===== src/rtl/gf3m_pkg.sv =====
// Shared definitions for GF(3^97) arithmetic modulo P(x) = x^97 + x^12 + 2.
package gf3m_pkg;

  localparam int unsigned GF3M_M = 97;
  localparam int unsigned ELEM_W = 2 * GF3M_M;

  // Coefficient encodings; 2'b11 is not a legal code.
  localparam logic [1:0] F3_ZERO = 2'b00;
  localparam logic [1:0] F3_ONE  = 2'b01;
  localparam logic [1:0] F3_TWO  = 2'b10;

  // Reduction taps: coefficient 12 and coefficient 0 feed targets 11 and 96.
  localparam int unsigned TAP_HI = 12;
  localparam int unsigned TAP_LO = 0;
  localparam int unsigned TGT_HI = 11;
  localparam int unsigned TGT_LO = GF3M_M - 1;

  typedef enum logic [1:0] {
    ST_IDLE = 2'd0,
    ST_RUN  = 2'd1,
    ST_DONE = 2'd2
  } state_t;

  // f3 adder cell: per-coefficient addition mod 3, no carries.
  function automatic logic [1:0] f3_add(input logic [1:0] a, input logic [1:0] b);
    logic [1:0] s;
    unique case (a)
      F3_ZERO: s = b;
      F3_ONE:  s = (b == F3_ZERO) ? F3_ONE : ((b == F3_ONE) ? F3_TWO : F3_ZERO);
      default: s = (b == F3_ZERO) ? F3_TWO : ((b == F3_ONE) ? F3_ZERO : F3_ONE);
    endcase
    return s;
  endfunction

endpackage


===== src/rtl/gf3m_div_x.sv =====
// Combinational exact division by x: y = (a + a0*P) / x.
module gf3m_div_x
  import gf3m_pkg::*;
#(
  parameter int unsigned M = GF3M_M
) (
  input  logic [2*M-1:0] a,
  output logic [2*M-1:0] y
);

  logic [1:0] a0;

  assign a0 = a[2*TAP_LO +: 2];

  // Shift coefficients down one place and fold a0*P back in at the tap targets.
  always_comb begin
    y = '0;
    for (int i = 0; i < int'(M) - 1; i++) begin
      y[2*i +: 2] = a[2*(i+1) +: 2];
    end
    y[2*TGT_HI +: 2] = f3_add(a[2*TAP_HI +: 2], a0);
    y[2*TGT_LO +: 2] = a0;
  end

endmodule


===== src/rtl/gf3m_div_x_seq.sv =====
// Sequential C = A * x^-k mod P(x), one division by x per RUN cycle.
// Optional macro GF3M_DIVX_DOUBLE_STEP_EN: two chained divisions per RUN cycle.
module gf3m_div_x_seq
  import gf3m_pkg::*;
#(
  parameter int unsigned M   = GF3M_M,
  parameter int unsigned K_W = 7
) (
  input  logic             clk,
  input  logic             reset_n,
  input  logic             start,
  input  logic [2*M-1:0]   a_in,
  input  logic [K_W-1:0]   k,
  output logic             busy,
  output logic             done,
  output logic [2*M-1:0]   c_out
);

  localparam int unsigned W = 2 * M;

  state_t          state;
  logic [W-1:0]    work;
  logic [K_W-1:0]  cnt;
  logic [W-1:0]    step1;
  logic [W-1:0]    nxt_c;
  logic [K_W-1:0]  cnt_nxt_c;
  logic            last_c;

  gf3m_div_x #(.M(M)) u_step1 (.a(work), .y(step1));

`ifdef GF3M_DIVX_DOUBLE_STEP_EN
  logic [W-1:0] step2;

  gf3m_div_x #(.M(M)) u_step2 (.a(step1), .y(step2));

  // Two steps per cycle; a lone remaining step uses only the first stage.
  always_comb begin
    nxt_c     = step2;
    cnt_nxt_c = cnt - K_W'(2);
    last_c    = (cnt <= K_W'(2));
    if (cnt == K_W'(1)) begin
      nxt_c     = step1;
      cnt_nxt_c = '0;
    end
  end
`else
  // One step per cycle.
  always_comb begin
    nxt_c     = step1;
    cnt_nxt_c = cnt - K_W'(1);
    last_c    = (cnt == K_W'(1));
  end
`endif

  // Control FSM with registered busy/done/c_out.
  always_ff @(posedge clk or negedge reset_n) begin
    if (!reset_n) begin
      state <= ST_IDLE;
      work  <= '0;
      cnt   <= '0;
      busy  <= 1'b0;
      done  <= 1'b0;
      c_out <= '0;
    end else begin
      done <= 1'b0;
      case (state)
        ST_IDLE: begin
          if (start) begin
            work <= a_in;
            cnt  <= k;
            if (k == '0) begin
              state <= ST_DONE;
              done  <= 1'b1;
              c_out <= a_in;
              busy  <= 1'b0;
            end else begin
              state <= ST_RUN;
              busy  <= 1'b1;
            end
          end
        end
        ST_RUN: begin
          work <= nxt_c;
          cnt  <= cnt_nxt_c;
          if (last_c) begin
            state <= ST_DONE;
            busy  <= 1'b0;
            done  <= 1'b1;
            c_out <= nxt_c;
          end
        end
        ST_DONE: begin
          state <= ST_IDLE;
        end
        default: begin
          state <= ST_IDLE;
          busy  <= 1'b0;
        end
      endcase
    end
  end

endmodule


===== config.mk =====
export PLATFORM = sky130hd
export DESIGN_NAME = gf3m_div_x_seq
export DESIGN_NICKNAME = d
export VERILOG_FILES = /design/src/rtl/gf3m_pkg.sv /design/src/rtl/gf3m_div_x.sv /design/src/rtl/gf3m_div_x_seq.sv
export SDC_FILE = /design/constraint.sdc
export NUM_CORES = 1
export LEC_CHECK = 0
export CORE_ASPECT_RATIO = 0.7
export CORE_MARGIN = 3
export CORE_UTILIZATION = 55
export CTS_CLUSTER_SIZE = 14
export DETAILED_ROUTE_END_ITERATION = 6
export GPL_TIMING_DRIVEN = 0
export PLACE_DENSITY = 0.87
export RECOVER_POWER = 25
export SETUP_SLACK_MARGIN = 0.2
export SYNTH_ARGS = -nofsm -noshare
export SYNTH_HDL_FRONTEND = slang
export SYNTH_SLANG_ARGS = --single-unit

===== constraint.sdc =====
create_clock -name clk -period 5.9 [get_ports clk]
set_input_delay 0.59 -clock clk [delete_from_list [all_inputs] [get_ports clk]]
set_output_delay 0.59 -clock clk [all_outputs]
set_load 0.005 [all_outputs]

# --- Word level (Yosys, flattened, before mapping) ---
# Cells that the tools add are included.
word_totals:
  latchBits: 0
  regBits: 399
  inputBits: 204
  output_inout_bits: 196
  mem_bits_rw: 0
  rom_bits: 0
  elab_cells: 50
  n_memories: 0
classes:
  reduce_logical: 9
  bitwise: 1
  eq_ne: 8
  n_mul: 0
  n_shift: 0
  order_cmp: 0
  div_mod_pow: 0
  muxes: 25
  addsub: 1
op_table:
  columns: ["operator", "count"]
  rows:
  - ["2-to-1 mux 194 bit", 4]
  - ["case mux 194 bit (2 select lines)", 2]
  - ["case mux 7 bit (2 select lines)", 1]
  - ["2-to-1 mux 2 bit", 6]
  - ["case mux 2 bit (2 select lines)", 2]
  - ["== test 7 x 1 -> 1 bit (second input constant)", 1]
  - ["zero test 7 bit", 1]
  - ["2-to-1 mux 1 bit", 7]
  - ["2-to-1 mux 7 bit", 1]
  - ["subtractor 7 x 1 -> 7 bit (second input constant)", 1]
  - ["== test 2 x 1 -> 1 bit (second input constant)", 3]
  - ["zero test 2 bit", 3]
  - ["inequality test 2 bit (second input constant)", 3]
  - ["AND reduction 2 bit", 2]
  - ["AND reduction 4 bit", 1]
  - ["case mux 1 bit (3 select lines)", 1]
  - ["AND reduction 3 bit", 1]
  - ["== test 2 bit (second input constant)", 1]
  - ["case mux 1 bit (2 select lines)", 1]
  - ["nonzero test 2 bit", 1]
  - ["inverter 1 bit", 1]

# --- Depth between registers and ports, before layout ---
# Gate-level depths: netlist (run 1).
logic_depth:
  ltp_word: 6
  depth_mapped: 8
  mapped_depth_nobuf: 5

# --- By module ---
# A second synthesis (run 1) with hierarchy kept.
hier_totals:
  hier_cells: 1923
  area_unflattened_um2: 19668.9
by_module_without_submodules:
  columns: ["mod", "area_each_um2", "n_inst", "seq_area_each_um2", "cells_per_inst"]
  rows:
  - ["gf3m_div_x_seq", 18168.7, 1, 9984.6, 1723]
  - ["gf3m_div_x", 1500.2, 1, 0.0, 200]

# --- Worst setup path before layout (run 1) ---
# OpenSTA, ideal clock, no wires.
synth_timing:
  path_kind: "in2reg"
  start: "input port start"
  end: "register c_out[0]"
  t_required_ps: 5773
  setup_ps: 127
  cell_stages: 7
  path_slack_ps: 3855
  arrival_ps: 1917
  path_buffers: 3
  path_cell_list: "nand2b_1 or2_2 buf_2 o22ai_2 buf_6 buf_6 mux2_1"
synth_between:
  elab_chain_len: 2
synth_lines:
  columns: ["element", "line_no", "text"]
  rows:
  - ["start: declaration", "gf3m_div_x_seq.sv:11", "input logic start,"]
  - ["inequality test 2 bit (no line)", null, null]
  - ["AND reduction 4 bit (no line)", null, null]
  - ["end signal: assignment", "gf3m_div_x_seq.sv:74", "c_out <= a_in;"]
  - ["end signal: assignment", "gf3m_div_x_seq.sv:89", "c_out <= nxt_c;"]
  - ["end: declaration", "gf3m_div_x_seq.sv:16", "output logic [2*M-1:0] c_out"]
# No other way between the ends.
# A chain may end at the register's enable or synchronous reset.

==> results of run 1 <==
power groups by stage:
| stage | registers [mW] | clock network (mW) | logic, mW |
|---|---|---|---|
| 2_1_floorplan | 4.23 | 0 | 1.90 |
| 3_3_place_gp | 4.30 | 0 | 3.50 |
| 3_5_place_dp | 4.34 | 0 | 3.67 |
| 4_1_cts | 4.32 | 2.54 | 3.74 |
| 5_1_grt | 4.44 | 2.65 | 4.12 |
| 6_report | 4.34 | 2.52 | 3.74 |
kinds of logic (layout without fill, tap and decap cells):
logic type / count (synthesis) / in the layout / share of synthesized area (%)
buffers and inverters: 113 / 580 / 3.342
muxes: 388 / 388 / 22.65
and+or+nand+nor: 613 / 613 / 12.98
other: 0 / 7 / 0
AOI/OAI and AO/OA: 214 / 214 / 6.122
DFF: 399 / 399 / 54.77
adders and majority gates: 2 / 2 / 0.1372
state kept, by name, indices dropped and copies added, names as in the netlist:
signal,flops
state,2
work,194
done,1
busy,1
c_out,194
cnt,7
cell type report:
class                      count  area, sq um  share of cell area (%)
antenna                        7        17.52                 0.07268
buffer                       110        598.1                   2.481
clock buffer                  57         1164                   4.828
clock inverter                 8        96.34                  0.3997
inverter                       3        11.26                 0.04672
multi-input combinational   1217         7637                   31.69
sequential                   399         9985                   41.43
tap                          427        534.3                   2.217
timing repair buffer         402         4059                   16.84
layer usage:
layer  part of all wire [%]  wire length [microns]
met3                    8.6                   4692
met5                   0.11                     61
met4                    3.4                   1856
met1                     41                  22580
met2                     47                  25410
metrics by stage:
| step | setup WS (ns) | utilization (%) | setup TNS [ns] |
|---|---|---|---|
| 6_report | 2.530 | 74.20 | 0 |
| 2_1_floorplan | 3.855 | - | 0 |
| 3_5_place_dp | 2.724 | 70.34 | 0 |
| 3_3_place_gp | -12.93 | 70.07 | -5136.64 |
| 5_1_grt | 1.924 | 74.17 | 0 |
| 4_1_cts | 3.247 | 74.22 | 0 |
path summary, 6_finish.rpt:
| kind | startpoint | endpoint | slack, ns | cells after the start |
|---|---|---|---|---|
| worst max-delay path | reset_n | work[86]$_DFFE_PN0P_ | 2.53 | 2 |
| worst min-delay path | reset_n | c_out[10]$_DFFE_PN0P_ | 0.01 | 1 |
| worst max register to register | state[0]$_DFFE_PN0P_ | work[83]$_DFFE_PN0P_ | 3.30 | 6 |
| worst min register to register | c_out[33]$_DFFE_PN0P_ | c_out[33]$_DFFE_PN0P_ | 0.48 | 1 |
| max in group clk | start | work[83]$_DFFE_PN0P_ | 3.22 | 7 |
| min in group clk | c_out[33]$_DFFE_PN0P_ | c_out[33]$_DFFE_PN0P_ | 0.48 | 1 |
cells in the final DEF (no fill, tap or decap), drive strengths merged:
cell / netlist / layout
a211oi: 3 / 3
a21oi: 7 / 7
a32oi: 2 / 2
buf: 63 / 66
bufinv: 0 / 2
clkbuf: 47 / 105
clkdlybuf4s50: 0 / 398
clkinv: 0 / 4
clkinvlp: 0 / 1
dfrtp: 399 / 399
diode: 0 / 7
ha: 2 / 2
inv: 3 / 4
mux2: 196 / 196
mux2i: 192 / 192
nand2: 584 / 584
nand2b: 2 / 2
nand3: 2 / 2
nand3b: 2 / 2
nand4: 2 / 2
nor2: 9 / 9
nor2b: 3 / 3
nor3: 3 / 3
nor3b: 1 / 1
nor4: 3 / 3
nor4bb: 1 / 1
o211ai: 2 / 2
o21ai: 195 / 195
o221a: 2 / 2
o22ai: 2 / 2
o311ai: 1 / 1
or2: 1 / 1
==> impl_metrics.csv, run 1 <==
group,metric,value,unit
timing,post-route-period-util,57.12,%
placement,dp.cells,2558,
synth,synth_top_area_share,54.77,%
synth,yosys_warnings,0,
cells_and_area,drive_gt1_share,10.34,%
routing,dr.pass1.iters,5,
synth,synth.area.top_cells,"dfrtp_1, nand2_1, mux2i_1, mux2_1, mux2_2",
routing,final_antenna_net_count,0,
synth,yosys.area.top_type,"dfrtp_1",
grt,grt_overflow_total,0,
clock_network,cts_tree,"yes",
clock_network,cts.path.max_buffers,3,
cells_and_area,design_area,24100,sq um
power_and_ir_drop,power.switching,3.586,mW
synth,synth-seq-area-share,54.77,%
cells_and_area,fillCellCount,2154,
power_and_ir_drop,p_per_area,439.6,nW/um^2
synth,syn_area_per_cell,10.54,sq um
grt,busiest_layer,"met2",
timing,setup_violations,0,
cells_and_area,layout.cells.non_filler,2630,
timing,tightest_slew,3.006,ns
worst_setup_path,cp-end-kind,"asynchronous set/reset pin",
placement,post-dp-hpwl,38.70,mm
power_and_ir_drop,vdd_drop_max,0.2885,mV
synth,synth_cell_types,31,
clock_network,root_buffer,"clkbuf_16",
routing,drt_iter0_markers,1306,
timing,grt_setup_unrepaired,"no",
synth,synth_area,18230,sq um
clock_network,cts-buffers-inserted,38,
power_and_ir_drop,power.total,10.60,mW
synth,yosys-top-cells-count,"nand2_1, dfrtp_1, o21ai_0, mux2i_1, mux2_1",
synth,netlist_instances,1729,
placement,placed_area,22850,sq um
timing,period_minus_slack,3.370,ns
clock_network,htree_levels,2,
grt,use_met1,39.67,%
grt,antenna_found_initial,10,
worst_setup_path,arrival,3.34,ns
timing,hold_ws,0.01347,ns
clock_network,cts_resized,0,
synth,ys_async_sr_fraction,100.0,%
worst_setup_path,start_kind,"input port",
grt,grt_pass1_wl,84.06,mm
worst_setup_path,slowest_stage,"clkbuf_2",
routing,vias_per_cell,5.685,
floorplan,num_rows,55,
worst_setup_path,path_delay_family,"buffers and inverters",
synth,ys.flop_type,"dfrtp_1",
floorplan,start_util,56.13,%
grt,first_global_vias,15390,
worst_setup_path,path_buf_inv,2,
timing,slew_violations,122,
clock_network,clk_latency,0.54,ns
grt,met3_usage,8.533,%
clock_network,clk_pin_slew,0.06,ns
clock_network,clkSinkCount,399,
floorplan,coreArea,32480,sq um
routing,remaining_drc_errors,0,
timing,relSlewSlack,-100.4,%
routing,vias,14950,
floorplan,dieArea,35400,sq um
floorplan,dieHeight,158.3,microns
status,status,"finished, violations left",
placement,gp_congestion,0.8584,
floorplan,io_pins,400,
cells_and_area,nNetsFinal,2377,
power_and_ir_drop,clockPowerShare,23.8,%
timing,clock_skew,0.01604,ns
worst_setup_path,cp.required,5.87,ns
power_and_ir_drop,p_leak,9.835,nW
placement,portBuffers,399,
timing,max_freq,296.7,MHz
routing,post_drt_wl_per_cell,20.76,microns
floorplan,dieWidth,223.6,microns
grt,grt_start_max_net_pins,124,
synth,synth_edf_count,0,
clock_network,postCtsHoldBufs,0,
status,violations,"capacitance limit, slew limit",
worst_setup_path,crit_path_max_incr_delay,2.15,ns
timing,finalHoldViolations,0,
synth,ys_seq_elements,399,
synth,synth.most_common_cell,"nand2_1",
job,cap_violations,1,
power_and_ir_drop,power.share.switching,33.84,%
worst_setup_path,path_cells,"buf_8 -> clkbuf_2",
synth,synth_fp_nets,1935,
hold_path,hold_path.class,"input port to asynchronous set/reset pin",
cells_and_area,area_growth,32.20,%
worst_setup_path,path_max_fanout,121,
power_and_ir_drop,combPwrFrac,35.3,%
power_and_ir_drop,internal-power,7.011,mW
worst_setup_path,crit_type,"input port to asynchronous set/reset pin",
grt,track_usage,30.11,%
clock_network,post-cts-setup-buffer-count,0,
grt,grt_util_met2,48.25,%
power_and_ir_drop,pwr-share-seq,41.0,%
routing,routed_wl,54.60,mm
No activity file was read; power rests on OpenSTA's default activity.
==> run 2: changes to the inputs <==
Settings changed: CORE_UTILIZATION 55 to 51, PLACE_DENSITY 0.87 to 0.81.
Clock period 5.9 ns to 3.3 ns, I/O delays scaled along.
==> impl_metrics.csv, run 2 (synthesized netlist as in run 1, its figures left out) <==
group,metric,value,unit
routing,dr.pass1.iters,5,
worst_setup_path,arrival,3.06,ns
timing,relSlewSlack,-9.217,%
clock_network,cts.path.max_buffers,3,
clock_network,clk_latency,0.53,ns
routing,post_drt_wl_per_cell,19.71,microns
worst_setup_path,cp-end-kind,"flop",
timing,period_minus_slack,2.657,ns
routing,drt_iter0_markers,1257,
status,violations,"capacitance limit, slew limit",
clock_network,cts_resized,0,
floorplan,dieWidth,232.0,microns
placement,portBuffers,399,
timing,clock_skew,0.009776,ns
floorplan,num_rows,57,
timing,hold_ws,0.4273,ns
status,status,"finished, violations left",
routing,routed_wl,52.89,mm
timing,slew_violations,66,
timing,setup_violations,0,
clock_network,cts-buffers-inserted,39,
timing,post-route-period-util,80.52,%
cells_and_area,fillCellCount,2508,
placement,post-dp-hpwl,38.49,mm
clock_network,htree_levels,2,
grt,first_global_vias,14950,
floorplan,dieHeight,164.2,microns
worst_setup_path,path_cells,"nor4_1 -> nand3b_1 -> o22ai_2 -> buf_6 -> buf_6 -> mux2_1",
clock_network,cts_tree,"yes",
worst_setup_path,crit_path_max_incr_delay,0.50,ns
floorplan,io_pins,400,
floorplan,coreArea,34950,sq um
clock_network,root_buffer,"clkbuf_16",
clock_network,clk_pin_slew,0.07,ns
worst_setup_path,path_max_fanout,10,
grt,antenna_found_initial,12,
cells_and_area,final_cell_mix,"nand2_1, dfrtp_1, clkdlybuf4s50_1",
routing,vias,14770,
clock_network,clkSinkCount,399,
worst_setup_path,crit_top_cell,"buf_6",
worst_setup_path,cp.required,3.70,ns
routing,vias_per_cell,5.503,
timing,setup_tns,0,ns
routing,remaining_drc_errors,0,
floorplan,start_util,52.17,%
clock_network,post-cts-setup-buffer-count,0,
timing,tightest_slew,1.638,ns
cells_and_area,top_regs,"c_out: 194 flops, work: 194 flops, cnt: 7 flops",
cells_and_area,area_growth,32.94,%
timing,finalHoldViolations,0,
timing,grt_setup_unrepaired,"no",
job,cap_violations,1,
grt,track_usage,27.46,%
cells_and_area,mostFrequentLayoutCell,"nand2_1",
grt,grt_start_max_net_pins,123,
power_and_ir_drop,p_leak,9.670,nW
worst_setup_path,slowest_stage,"o22ai_2",
floorplan,dieArea,38090,sq um
power_and_ir_drop,vdd_drop_max,0.5307,mV
hold_path,hold_path.class,"input port to flop",
power_and_ir_drop,p_per_area,775.2,nW/um^2
grt,grt_overflow_total,0,
cells_and_area,drive_gt1_share,10.50,%
cells_and_area,final_util,69.35,%
routing,final_antenna_net_count,0,
grt,grt_pass1_wl,82.77,mm
placement,gp_congestion,0.8522,
worst_setup_path,crit_type,"flop to flop",
cells_and_area,nNetsFinal,2379,
timing,max_freq,376.3,MHz
worst_setup_path,start_kind,"flop",
power_and_ir_drop,power.total,18.79,mW
## run 2: changes by cell type in the layout (fill, tap and decap cells not counted), sizes merged
cell,delta
clkinv,+3
inv,-1
diode,+4
clkinvlp,+1
clkdlybuf4s50,-86
clkbuf,+1
dlygate4sd3,+87
## run 2: area by class of cell
type	instances	area [sq um]	area share, %
clock buffer	58	1210	4.992
sequential	399	9985	41.20
multi-input combinational	1217	7622	31.45
buffer	110	598.1	2.468
clock inverter	11	110.1	0.4543
tap	472	590.6	2.437
antenna	11	27.53	0.1136
timing repair buffer	403	4081	16.84
inverter	3	11.26	0.04646
## run 2: worst paths after layout
kind	startpoint	to	slack [ns]	depth (start not counted)
max in group asynchronous	reset_n	work[170]$_DFFE_PN0P_	0.72	4
hold / removal	k[0]	cnt[0]$_DFFE_PN0P_	0.43	3
hold reg to reg	c_out[57]$_DFFE_PN0P_	c_out[57]$_DFFE_PN0P_	0.48	1
min in group asynchronous	reset_n	c_out[54]$_DFFE_PN0P_	0.79	2
setup reg to reg	cnt[2]$_DFFE_PN0P_	c_out[40]$_DFFE_PN0P_	0.64	6
setup / recovery	cnt[2]$_DFFE_PN0P_	c_out[40]$_DFFE_PN0P_	0.64	6
## run 2: critical path, delay by kind of cell, from the launching register on
kind,cells,cell delay [ns]
flip-flops,1,0.44
multiplexers,1,0.35
buffers and inverters,2,0.48
AO/OA/AOI/OAI,1,0.50
AND/OR/NAND/NOR,2,0.75
## run 2: stage by stage
stage                     std cells  cell area (sq um)  setup slack, ns
final                          2684              24240           0.6427
after global routing           2678              24220           0.3610
after CTS                      2673              24230           0.6587
after detailed placement       2603              22900           0.3304
after global placement         2600              22820           -15.57
after floorplan                1729              18230            1.351
## run 2: power breakdown
group          switching (mW)  internal [mW]
Combinational            3.31           3.15
Sequential               1.06           6.66
Clock                    1.91           2.69
Total                    6.28           12.5
## run 2: what timing repair did
item                       in CTS  in global routing
hold buffers                    1                  0
hold endpoints to repair       65                  0
setup endpoints to repair       0                  0
## run 2: layer usage
metal  vias to the layer above  track usage (%)  wire, microns
met2                       556            42.69          24420
met5                         -                0             43
met4                         8            9.060           1570
met1                      7371            37.75          22750
li1                       6739                -              -
met3                        97            7.299           4106
==> run 3: changes to the inputs <==
Clock period 3.3 ns to 2.7 ns, I/O delays scaled along.
==> impl_metrics.csv, run 3 (synthesized netlist as in run 1, its figures left out) <==
group,metric,value,unit
timing,post-route-period-util,87.19,%
grt,grt_start_max_net_pins,123,
timing,grt_setup_unrepaired,"no",
floorplan,dieWidth,232.0,microns
placement,portBuffers,399,
routing,vias,14770,
worst_setup_path,crit_path_max_incr_delay,0.46,ns
cells_and_area,mostFrequentLayoutCell,"nand2_1",
cells_and_area,area_growth,33.27,%
floorplan,start_util,52.17,%
clock_network,root_buffer,"clkbuf_16",
worst_setup_path,slowest_stage,"dfrtp_1",
worst_setup_path,reg2regPathDepth,8,
power_and_ir_drop,p_per_area,946.2,nW/um^2
routing,vias_per_cell,5.496,
worst_setup_path,start_kind,"flop",
grt,track_usage,27.47,%
worst_setup_path,path_cells,"nor2b_1 -> buf_1 -> buf_2 -> buf_2 -> buf_2 -> nand2_1 -> nand2_1 -> mux2_1",
floorplan,io_pins,400,
routing,remaining_drc_errors,0,
clock_network,clk_pin_slew,0.07,ns
timing,tightest_slew,0.9462,ns
floorplan,num_rows,57,
floorplan,dieArea,38090,sq um
cells_and_area,drive_gt1_share,10.80,%
worst_setup_path,endpoint,"c_out[40]$_DFFE_PN0P_",
timing,setup_violations,0,
status,status,"complete, no violations",
worst_setup_path,rr_startpoint,"state[0]$_DFFE_PN0P_",
routing,final_antenna_net_count,0,
routing,routed_wl,52.75,mm
placement,dp.cells,2603,
timing,relSlewSlack,36.92,%
floorplan,dieHeight,164.2,microns
cells_and_area,multi_input_area,7645,sq um
cells_and_area,seq_area,9985,sq um
cells_and_area,final_cell_mix,"nand2_1, dfrtp_1, clkdlybuf4s50_1",
placement,gp_congestion,0.8522,
timing,hold_ws,0.2868,ns
routing,drt_iter0_markers,1193,
timing,period_minus_slack,2.354,ns
timing,max_freq,424.8,MHz
cells_and_area,top_regs,"c_out: 194 flops, work: 194 flops, cnt: 7 flops",
placement,pre_cts_slack,-0.2096,ns
clock_network,cts_tree,"yes",
cells_and_area,fillCellCount,2507,
timing,setup_slack,0.3460,ns
grt,grt_overflow_total,0,
placement,post-dp-hpwl,38.49,mm
grt,grt_pass1_wl,82.79,mm
power_and_ir_drop,power.total,22.99,mW
cells_and_area,nNetsFinal,2382,
clock_network,cts-buffers-inserted,39,
worst_setup_path,setup.worst_path.start,"state[0]$_DFFE_PN0P_",
timing,clock_skew,0.01043,ns
hold_path,hold_path.class,"input port to asynchronous set/reset pin",
timing,slew_violations,0,
worst_setup_path,arrival,2.82,ns
worst_setup_path,r2r_slack,0.35,ns
clock_network,cts.path.max_buffers,3,
routing,post_drt_wl_per_cell,19.63,microns
cells_and_area,layout.cells.non_filler,2687,
timing,setup_tns,0,ns
worst_setup_path,crit_type,"flop to flop",
worst_setup_path,crit_top_cell,"buf_2",
job,cap_violations,0,
worst_setup_path,r2r_end,"c_out[40]$_DFFE_PN0P_",
worst_setup_path,cp-end-kind,"flop",
grt,first_global_vias,14950,
floorplan,coreArea,34950,sq um
grt,antenna_found_initial,12,
routing,dr.pass1.iters,5,
clock_network,clk_latency,0.53,ns
clock_network,clkSinkCount,399,
worst_setup_path,path_max_fanout,10,
worst_setup_path,cp.required,3.16,ns
power_and_ir_drop,vdd_drop_max,0.6469,mV
clock_network,htree_levels,2,
timing,finalHoldViolations,0,
power_and_ir_drop,p_leak,9.699,nW
==> run 3: cell types whose count changed in the layout (fill, tap and decap cells not counted), sizes merged <==
cell,delta
buf,+4
clkbuf,-1
==> run 3: cell type report <==
type / count / share of cell area [%]
diodes: 11 / 0.1133
inverters: 3 / 0.04635
well taps: 472 / 2.431
plain buffers: 110 / 2.487
clock inverters: 11 / 0.4532
repair buffers: 406 / 16.93
flip-flops and latches: 399 / 41.09
multi-input cells: 1217 / 31.46
clock buffers: 58 / 4.980
==> run 3: critical path, delay by kind of cell, from the launching register on <==
kind | cells | cell delay (ns)
buffers and inverters | 4 | 1.32
DFF | 1 | 0.46
and+or+nand+nor | 3 | 0.35
muxes | 1 | 0.14
==> run 3: routing by layer <==
| metal | routed length [microns] | track usage [%] |
|---|---|---|
| met1 | 22620 | 37.78 |
| met2 | 24300 | 42.67 |
| met3 | 4149 | 7.299 |
| met4 | 1630 | 9.060 |
| met5 | 47 | 0 |
==> run 3: power by group <==
| part | total (mW) | switching, mW | internal (mW) |
|---|---|---|---|
| clock | 5.63 | 2.34 | 3.29 |
| combinational | 7.92 | 4.05 | 3.87 |
| sequential | 9.45 | 1.30 | 8.14 |
==> run 3: per-stage QoR <==
stage	cell area, sq um	utilization [%]
floorplan	18230	-
global placement	22820	65.29
detailed placement	22900	65.54
CTS	24240	69.37
global route	24280	69.48
finish	24300	69.53
==> run 3: worst min-delay path by stage <==
| stage | start | to | slack [ns] |
|---|---|---|---|
| after global placement | c_out[59]$_DFFE_PN0P_ | c_out[59]$_DFFE_PN0P_ | 0.47 |
| after detailed placement | reset_n | work[57]$_DFFE_PN0P_ | 0.24 |
| after global routing | reset_n | work[57]$_DFFE_PN0P_ | 0.31 |
| final | reset_n | c_out[54]$_DFFE_PN0P_ | 0.29 |
| after CTS | reset_n | work[57]$_DFFE_PN0P_ | 0.27 |
| after floorplan | reset_n | busy$_DFFE_PN0P_ | -0.03 |
==> run 3: what timing repair did <==
action	in CTS	in global routing
pin swaps	0	2
hold buffers	1	0
setup endpoints to repair	149	156
gates resized for setup	2	6
hold endpoints to repair	65	0
buffers inserted	0	3
